## config.mk

```make
export PLATFORM = sky130hd
export DESIGN_NAME = regbank_access_arbiter
export DESIGN_NICKNAME = d
export VERILOG_FILES = /design/src/rtl/regbank_access_arbiter.sv
export SDC_FILE = /design/constraint.sdc
export NUM_CORES = 1
export LEC_CHECK = 0
export ABC_AREA = 1
export CAP_MARGIN = 30
export CELL_PAD_IN_SITES_DETAIL_PLACEMENT = 1
export CELL_PAD_IN_SITES_GLOBAL_PLACEMENT = 2
export CORE_ASPECT_RATIO = 1.4
export CORE_UTILIZATION = 21
export CTS_CLUSTER_SIZE = 25
export DETAILED_ROUTE_END_ITERATION = 6
export PLACE_DENSITY = 0.93
export SYNTH_ARGS = -nofsm -noshare
export SYNTH_HDL_FRONTEND = slang
export SYNTH_SLANG_ARGS = --single-unit
```

## constraint.sdc

```tcl
create_clock -name clk -period 2.5 [get_ports clk]
set_input_delay 0.5 -clock clk [delete_from_list [all_inputs] [get_ports clk]]
set_output_delay 0.5 -clock clk [all_outputs]
set_load 0.1 [all_outputs]
```

## src/rtl/regbank_access_arbiter.sv

```systemverilog
// rtl/regbank_access_arbiter.sv - two-client arbiter serialising accesses onto a single-port register bank
// Define REGBANK_ARB_RR_EN for round-robin grant under contention; default is fixed priority to client 0.
module regbank_access_arbiter #(
  parameter int DATA_WIDTH = 8,
  parameter int NUM_REG = 6,
  localparam int SELECT_WIDTH = $clog2(NUM_REG)
) (
  input  logic                                clk,
  input  logic                                rst_n,
  input  logic [1:0]                          i_req_valid,
  output logic [1:0]                          o_req_ready,
  input  logic [1:0]                          i_req_write,
  input  logic [1:0][SELECT_WIDTH-1:0]        i_req_sel,
  input  logic [1:0][DATA_WIDTH-1:0]          i_req_wdata,
  output logic                                o_bank_we,
  output logic [SELECT_WIDTH-1:0]             o_bank_sel,
  output logic [DATA_WIDTH-1:0]               o_bank_wdata,
  input  logic [DATA_WIDTH-1:0]               i_bank_rdata,
  output logic                                o_rsp_valid,
  input  logic                                i_rsp_ready,
  output logic                                o_rsp_id,
  output logic [DATA_WIDTH-1:0]               o_rsp_data,
  output logic                                o_rsp_err
);

  localparam logic [SELECT_WIDTH:0] NUM_REG_W = NUM_REG[SELECT_WIDTH:0];

  logic                    cmd_valid;
  logic                    cmd_id;
  logic                    cmd_write;
  logic [SELECT_WIDTH-1:0] cmd_sel;
  logic [DATA_WIDTH-1:0]   cmd_wdata;

  logic                    rsp_valid;
  logic                    rsp_id;
  logic                    rsp_err;
  logic [DATA_WIDTH-1:0]   rsp_data;

  logic [1:0] grant;
  logic       cmd_adv;
  logic       cmd_free;
  logic       cmd_in_range;
  logic       accept;

`ifdef REGBANK_ARB_RR_EN
  logic last_served;

  always_comb begin
    grant = i_req_valid;
    if (i_req_valid == 2'b11) grant = last_served ? 2'b01 : 2'b10;
  end

  always_ff @(posedge clk or negedge rst_n) begin
    if (!rst_n) last_served <= 1'b1;
    else if (accept) last_served <= grant[1];
  end
`else
  always_comb begin
    grant = i_req_valid;
    if (i_req_valid[0]) grant = 2'b01;
  end
`endif

  assign cmd_adv      = cmd_valid & (~rsp_valid | i_rsp_ready);
  assign cmd_free     = ~cmd_valid | cmd_adv;
  assign cmd_in_range = {1'b0, cmd_sel} < NUM_REG_W;

  // Ready is masked during reset so no handshake can complete while the pipeline is held clear.
  assign o_req_ready = grant & {2{cmd_free & rst_n}};
  assign accept      = |(i_req_valid & o_req_ready);

  always_ff @(posedge clk or negedge rst_n) begin
    if (!rst_n) begin
      cmd_valid <= 1'b0;
      cmd_id    <= 1'b0;
      cmd_write <= 1'b0;
      cmd_sel   <= '0;
      cmd_wdata <= '0;
    end else if (accept) begin
      cmd_valid <= 1'b1;
      cmd_id    <= grant[1];
      cmd_write <= i_req_write[grant[1]];
      cmd_sel   <= i_req_sel[grant[1]];
      cmd_wdata <= i_req_wdata[grant[1]];
    end else if (cmd_adv) begin
      cmd_valid <= 1'b0;
    end
  end

  always_ff @(posedge clk or negedge rst_n) begin
    if (!rst_n) begin
      rsp_valid <= 1'b0;
      rsp_id    <= 1'b0;
      rsp_err   <= 1'b0;
      rsp_data  <= '0;
    end else if (cmd_adv) begin
      rsp_valid <= 1'b1;
      rsp_id    <= cmd_id;
      rsp_err   <= ~cmd_in_range;
      rsp_data  <= (cmd_in_range & ~cmd_write) ? i_bank_rdata : '0;
    end else if (i_rsp_ready) begin
      rsp_valid <= 1'b0;
    end
  end

  // The bank is touched only in the cycle the command retires, giving exactly one access per request.
  assign o_bank_we    = cmd_adv & cmd_write & cmd_in_range;
  assign o_bank_sel   = cmd_sel;
  assign o_bank_wdata = cmd_wdata;

  assign o_rsp_valid = rsp_valid;
  assign o_rsp_id    = rsp_id;
  assign o_rsp_err   = rsp_err;
  assign o_rsp_data  = rsp_data;

endmodule

```

# Yosys cells after proc, flatten, opt, wreduce, memory -nomap -nowiden
# Index checks and enable logic that the tools add are counted.
[word_totals] out_inout_bits=25 register_bits=25 word_cells=39 in_bits=37
[op_classes] n_lt_le_gt_ge=2 reduce_logical=3 mux=12 bitwise_logic=13
[ops] op="$mux 8" n=3
[ops] op="$mux 1" n=6
[ops] op="$mux 3" n=2
[ops] op="$and 1x1->1" n=5
[ops] op="$and 2x2->2" n=2
[ops] op="$not 1->1" n=4
[ops] op="$reduce_bool 2->1" n=2
[ops] op="$lt 3x3->1 const B" n=1
[ops] op="$lt 1x2->1 const B" n=1
[ops] op="$mux 2" n=1
[ops] op="$or 1x1->1" n=2
[ops] op="$reduce_or 2->1" n=1

# Longest topological paths before layout
# Gate-level depths: netlist of run 1.
[depth] word_depth=9 depth_mapped=8 depth_no_buf=7

# Worst setup path after synthesis of run 1
# Ideal clock, no wire load.
[synth_timing] path_kind="register to output" start="register rsp_valid (netlist: o_rsp_valid)" end="output port o_bank_we" path_slack_ns=-0.508 required_ns=2.000 path_stages_with_launch=6 n_path_buf=0 t_arrival_ns=2.508 cell_sequence="dfrtp_1 > nand2_1 > nand2_1 > clkinv_1 > nand2_1 > nor2_1"
[synth_via] elab_chain_len=5
[synth_rtl] item="from (decl)" line="34" rtl="logic rsp_valid;"
[synth_rtl] item="from (signal assigned)" line="92" rtl="rsp_valid <= 1'b0;"
[synth_rtl] item="from (signal assigned)" line="97" rtl="rsp_valid <= 1'b1;"
[synth_rtl] item="from (signal assigned)" line="102" rtl="rsp_valid <= 1'b0;"
[synth_rtl] item="$not 1->1" line="64" rtl="assign cmd_adv = cmd_valid & (~rsp_valid | i_rsp_ready);"
[synth_rtl] item="$or 1x1->1" line="64"
[synth_rtl] item="$and 1x1->1" line="64"
[synth_rtl] item="$and 1x1->1 (2 in series)" line="107" rtl="assign o_bank_we = cmd_adv & cmd_write & cmd_in_range;"
[synth_rtl] item="to (decl)" line="15" rtl="output logic o_bank_we,"
# No other way between the ends.

# Worst setup path after layout of run 1
[layout_timing] start="input port i_rsp_ready" end="output port o_req_ready[0]"
[layout_via] elab_chain_len=5
[layout_rtl] item="from (decl)" line="20" rtl="input logic i_rsp_ready,"
[layout_rtl] item="$or 1x1->1" line="64"
[layout_rtl] item="$and 1x1->1" line="64"
[layout_rtl] item="$or 1x1->1" line="65" rtl="assign cmd_free = ~cmd_valid | cmd_adv;"
[layout_rtl] item="$and 1x1->1" line="69" rtl="assign o_req_ready = grant & {2{cmd_free & rst_n}};"
[layout_rtl] item="$and 2x2->2" line="69"
[layout_rtl] item="to (decl)" line="11" rtl="output logic [1:0] o_req_ready,"
# No other way between the ends.

==> results of run 1 <==
## cells by family after synthesis
kind of cell           share of synthesized area [%]
DFF                                             53.8
AOI/OAI and AO/OA                               2.37
and+or+nand+nor                                 38.3
buffers and inverters                           5.49
## per-layer routing
metal	up-vias	track usage (%)	routed length (um)	share of wire, %
met4	0	4.44	49	1.6
met5	-	0	0	0
met2	40	20.1	1590	52
met3	5	0.888	129	4.2
li1	595	-	-	-
met1	510	14.5	1280	42
## per-stage QoR
step	std cells	area [um^2]	util (%)	setup slack, ps
after CTS	284	1890	36.0	302
after global routing	284	1890	36.0	255
final	284	1890	36.0	337
after detailed placement	280	1840	35.2	301
after floorplan	153	1170	-	173
after global placement	280	1840	35.2	378
## registers in the layout, indices dropped and copies added (netlist names)
register / cells
o_bank_wdata: 8
o_rsp_data: 8
o_bank_sel: 3
cmd_id: 1
cmd_valid: 1
cmd_write: 1
o_rsp_err: 1
o_rsp_id: 1
o_rsp_valid: 1
## power by group through the flow
stage / clock (mW) / combinational [mW] / sequential, mW
floorplan: 0 / 0.159 / 1.12
finish: 0.232 / 0.989 / 0.539
CTS: 0.242 / 0.999 / 0.541
global placement: 0 / 0.990 / 0.546
global route: 0.257 / 1.04 / 0.551
detailed placement: 0 / 0.998 / 0.549
## final cells by class
cell class / count / area (um^2) / share of cell area [%]
repair buffers: 66 / 623 / 33.0
multi-input cells: 115 / 480 / 25.5
inverters: 8 / 30.0 / 1.59
well taps: 66 / 82.6 / 4.38
clock buffers: 4 / 45.0 / 2.39
flip-flops and latches: 25 / 626 / 33.2
## worst reg2reg max path, delay by kind of cell, from the launching register on
| kind | cells | cell delay [ps] |
|---|---|---|
| buf+inv | 1 | 70 |
| flops | 1 | 420 |
| simple gates | 4 | 780 |
## Yosys cell counts, drive strengths merged
master	count	share of area (%)
clkinv	1	0.32
nor2	3	1.6
o211ai	1	1.1
nand2	97	32
buf	5	2.9
inv	7	2.3
o21ai	3	1.3
dfrtp	25	54
nand3	11	5.2
## worst paths after layout
| path | from | end |
|---|---|---|
| hold reg to reg | o_rsp_data[0]$_DFFE_PN0P_ | o_rsp_data[0]$_DFFE_PN0P_ |
| min in group asynchronous | rst_n | o_bank_wdata[1]$_DFFE_PN0P_ |
| setup reg to reg | o_bank_sel[1]$_DFFE_PN0P_ | o_rsp_data[7]$_DFFE_PN0P_ |
| setup / recovery | i_rsp_ready | o_req_ready[0] |
| hold / removal | o_rsp_data[0]$_DFFE_PN0P_ | o_rsp_data[0]$_DFFE_PN0P_ |
| max in group asynchronous | rst_n | o_rsp_data[5]$_DFFE_PN0P_ |
==> reports/qor.yml, run 1 <==
drt:
  ant_nets: 0
  vias: 1150
  drtIter0Drc: 38
  routed_wl_um: 3040
  viasPerCell: 4.05
  wire_per_inst_um: 10.7
  first_pass_iters: 3
  route.detailed.drc: 0
global_route:
  grt_max_degree: 22
  first_global_vias: 1200
  grt_use_total_pct: 11.6
  antenna_found_initial: 0
  grt_pass1_wl_um: 5360
  grt_overflow_total: 0
clocking:
  cts_buffers: 3
  cts_htree_levels: 1
  worstSkewPairLatency_ps: 260
  clockBufferDepth: 2
  post_cts_buffers: 0
  cts_sinks: 25
  clkTransAtPathRegs_ps: 80
  cts_tree: "yes"
  cts_hold_buf: 0
  cts_root_buf: "clkbuf_8"
  cts_resized: 0
worst_hold_path:
  hold_path_class: "reg2reg"
  holdPathStages: 2
power:
  seq_power_share_pct: 30.7
  clockPowerShare_pct: 13.2
  leakagePower_nw: 1.00
  ir_drop_mv: 0.260
  pwr-share-comb_pct: 56.2
  power.internal_mw: 0.824
  finalPower_mw: 1.76
  switching_share_pct: 53.2
  p_switching_mw: 0.936
  p_per_area_nw_per_um2: 933
die:
  die_h_um: 90.0
  row_count: 31
  initial_utilization_pct: 22.2
  die_x_um: 64.9
  die-area_um2: 5840
  io_pins: 62
  core_um2: 5240
finish:
  drive_gt1_share_pct: 17.9
  fillers: 657
  nets: 256
  area_growth_pct: 62.3
  final_common_cell: "nand2_1"
  antenna-diode-count: 0
  most-common-layout-cells: "nand2_1 (96), clkdlybuf4s50_1 (36), buf_4 (27), dfrtp_1 (25), nand3_1 (10)"
sta:
  fmax_mhz: 462
  slew_headroom_pct: 63.7
  tns_ps: 0
  skew_ps: 3.15
  tightest_slew_ps: 542
  maxSlewViolCount: 0
  rsz0062_at_grt: "no"
  hold_viol_final: 0
  setup_viol: 0
  finalCritPeriodShare_pct: 86.5
  worst_hold_slack_ps: 481
  fin_crit_ps: 2160
logic_synthesis:
  avgSynthCellArea_um2: 7.60
  syn_nets: 190
  syn_area_um2: 1160
  synth-seq-cells: 25
  synthCells: 153
  yosysWarnings: 0
  seq_area_frac_synth_pct: 53.8
  ys_types: 15
worst_setup_path:
  worst_ep_required_time_ps: 2000
  worst-path-max-fanout: 4
  reg2reg_slack_ps: 1180
  cp-end-kind: "output pin"
  crit_buf_inv: 4
  crit_type: "in2out"
  worst-path-stages: 6
  worstPathArrival_ps: 1660
  crit_slowest_cell: "clkdlybuf4s50_1"
  critPathLaunchType: "primary input"
  r2r_cells: 5
  cp_top_family: "buffers and inverters"
  worstPathCellList: "clkdlybuf4s50_1 > inv_1 > nand3_1 > nand3_1 > inv_1 > buf_12"
  cp_slowest_stage_delay_ps: 460
place:
  place.gp.congestion: 0.648
  dpl.hpwl_um: 2550
  port_buffers: 61
job:
  drv_cap: 0
status:
  status: "finished, final reports clean"
Power figures use the tool's default switching activity.
==> run 2: changes to the inputs <==
--- a/config.mk
+++ b/config.mk
@@ -10,10 +10,10 @@
 export CELL_PAD_IN_SITES_DETAIL_PLACEMENT = 1
 export CELL_PAD_IN_SITES_GLOBAL_PLACEMENT = 2
 export CORE_ASPECT_RATIO = 1.4
-export CORE_UTILIZATION = 21
+export CORE_UTILIZATION = 18
 export CTS_CLUSTER_SIZE = 25
 export DETAILED_ROUTE_END_ITERATION = 6
-export PLACE_DENSITY = 0.93
+export PLACE_DENSITY = 0.86
 export SYNTH_ARGS = -nofsm -noshare
 export SYNTH_HDL_FRONTEND = slang
 export SYNTH_SLANG_ARGS = --single-unit
==> constraint.sdc (replaced) <==
create_clock -name clk -period 1.8 [get_ports clk]
set_input_delay 0.27 -clock clk [delete_from_list [all_inputs] [get_ports clk]]
set_output_delay 0.27 -clock clk [all_outputs]
set_load 0.1 [all_outputs]
==> run 2 against run 1 <==
Compared with the run above:
- setup slack got worse by 260 ps
- register-to-register slack got worse by 790 ps
- total power increased by 42%
- global-route usage decreased by 1.5 points
- critical path depth decreased by 2
- clock power increased by 42%
- hold slack got worse by 58 ps
- design area increased by 3.1%
- die area increased by 16%
- clock skew increased by 0.85 ps
- sequential power increased by 41%
- critical path type is now reg2out
- highest routed layer unchanged
==> reports/qor.yml, run 2 (synthesis results as in run 1) <==
status:
  status: "finished, final reports clean"
sta:
  rsz0062_at_grt: "no"
  setup_viol: 0
  tightest_slew_ps: 595
  slew_headroom_pct: 60.2
  fin_ws_ps: 74.5
  maxSlewViolCount: 0
  fmax_mhz: 580
  worst_hold_slack_ps: 424
  fin_crit_ps: 1730
  finalCritPeriodShare_pct: 95.9
  skew_ps: 4.00
  hold_viol_final: 0
clocking:
  cts_tree: "yes"
  cts_resized: 0
  cts_htree_levels: 1
  cts_sinks: 25
  worstSkewPairLatency_ps: 270
  post_cts_buffers: 0
  cts_hold_buf: 0
  clockBufferDepth: 2
  clkTransAtPathRegs_ps: 90
  cts_buffers: 3
  cts_root_buf: "clkbuf_8"
power:
  finalPower_mw: 2.50
  p_switching_mw: 1.32
  p_per_area_nw_per_um2: 1280
  pwr-share-comb_pct: 56.4
  clockPowerShare_pct: 13.2
  ir_drop_mv: 0.311
  leakagePower_nw: 1.00
  seq_power_share_pct: 30.4
  switching_share_pct: 52.9
  power.internal_mw: 1.18
drt:
  routed_wl_um: 3190
  wire_per_inst_um: 11.0
  first_pass_iters: 4
  viasPerCell: 3.97
  route.detailed.drc: 0
  ant_nets: 0
  drtIter0Drc: 44
  vias: 1150
finish:
  most-common-layout-cells: "nand2_1 (96), clkdlybuf4s50_1 (36), dfrtp_1 (24), buf_4 (24), nand3_1 (10)"
  fillers: 757
  drive_gt1_share_pct: 19.7
  antenna-diode-count: 0
  nets: 256
  final_common_cell: "nand2_1"
  area_growth_pct: 67.3
global_route:
  first_global_vias: 1176
  antenna_found_initial: 0
  grt_max_degree: 16
  grt_pass1_wl_um: 5530
  grt_overflow_total: 0
  grt_use_total_pct: 10.1
worst_setup_path:
  worst-path-max-fanout: 4
  worstPathCellList: "nand3_1 > nand3_1 > clkinvlp_4 > buf_12"
  crit_buf_inv: 2
  crit_slowest_cell: "dfrtp_4"
  cp_top_family: "flip-flops"
  path_common_cell: "nand3_1"
  crit_type: "reg2out"
  cp_slowest_stage_delay_ps: 500
  cp-end-kind: "output pin"
  worst_ep_required_time_ps: 1530
  worstPathArrival_ps: 1460
  critPathLaunchType: "flop"
die:
  row_count: 34
  die_x_um: 69.9
  initial_utilization_pct: 18.7
  die_h_um: 97.1
  core_um2: 6210
  die-area_um2: 6790
  io_pins: 62
place:
  dp_slack_ps: 87.1
  dpl.hpwl_um: 2680
  place.gp.congestion: 0.644
  port_buffers: 61
worst_hold_path:
  hold_path_class: "in2async"
job:
  drv_cap: 0
## run 2: cell types whose count changed in the layout (fill, tap and decap cells not counted)
| cell | change |
|---|---|
| clkinv_2 | +1 |
| clkbuf_1 | -1 |
| o21ai_0 | -1 |
| dfrtp_1 | -1 |
| clkinvlp_4 | +2 |
| o21ai_1 | +1 |
| dfrtp_4 | +1 |
| buf_12 | +3 |
| buf_4 | -3 |
| inv_1 | -2 |
## run 2: per-layer routing
metal	share of wire [%]	track usage, %	wire length, um
met3	3.4	0.415	110
met5	0	0	0
met4	1.7	4.15	54
met1	42	12.1	1330
met2	53	18.6	1700
## run 2: power by group through the flow
stage | Clock [mW] | Sequential (mW) | Combinational [mW]
after floorplan | 0 | 1.55 | 0.224
after global placement | 0 | 0.767 | 1.41
after detailed placement | 0 | 0.773 | 1.42
after CTS | 0.345 | 0.762 | 1.43
after global routing | 0.362 | 0.780 | 1.47
final | 0.329 | 0.759 | 1.41
## run 2: final timing paths
check / start / to / slack [ps] / depth (start not counted)
setup / recovery: o_rsp_valid$_DFFE_PN0P_ / o_req_ready[0] / 70 / 4
hold / removal: rst_n / o_bank_sel[1]$_DFFE_PN0P_ / 420 / 2
setup reg to reg: o_bank_sel[2]$_DFFE_PN0P_ / o_rsp_data[4]$_DFFE_PN0P_ / 390 / 5
hold reg to reg: o_bank_wdata[7]$_DFFE_PN0P_ / o_bank_wdata[7]$_DFFE_PN0P_ / 490 / 2
max in group asynchronous: rst_n / o_rsp_valid$_DFFE_PN0P_ / 1170 / 2
min in group clk: o_bank_wdata[7]$_DFFE_PN0P_ / o_bank_wdata[7]$_DFFE_PN0P_ / 490 / 2
## run 2: final cells by class
cell class	instances	area (um^2)	share of cell area, %
well taps	72	90.1	4.63
clock inverters	1	5.00	0.257
repair buffers	66	661	34.0
multi-input cells	115	480	24.7
inverters	8	37.5	1.93
flip-flops and latches	25	629	32.4
clock buffers	3	41.3	2.12
## run 2: per-stage QoR
step           util (%)  setup TNS, ps  instances  cell area (um^2)
6_report           31.3              0        290              1940
5_1_grt            31.3              0        290              1940
4_1_cts            31.3              0        290              1940
3_5_place_dp       30.6              0        286              1900
3_3_place_gp       30.6              0        286              1900
2_1_floorplan         -          -8.16        153              1180
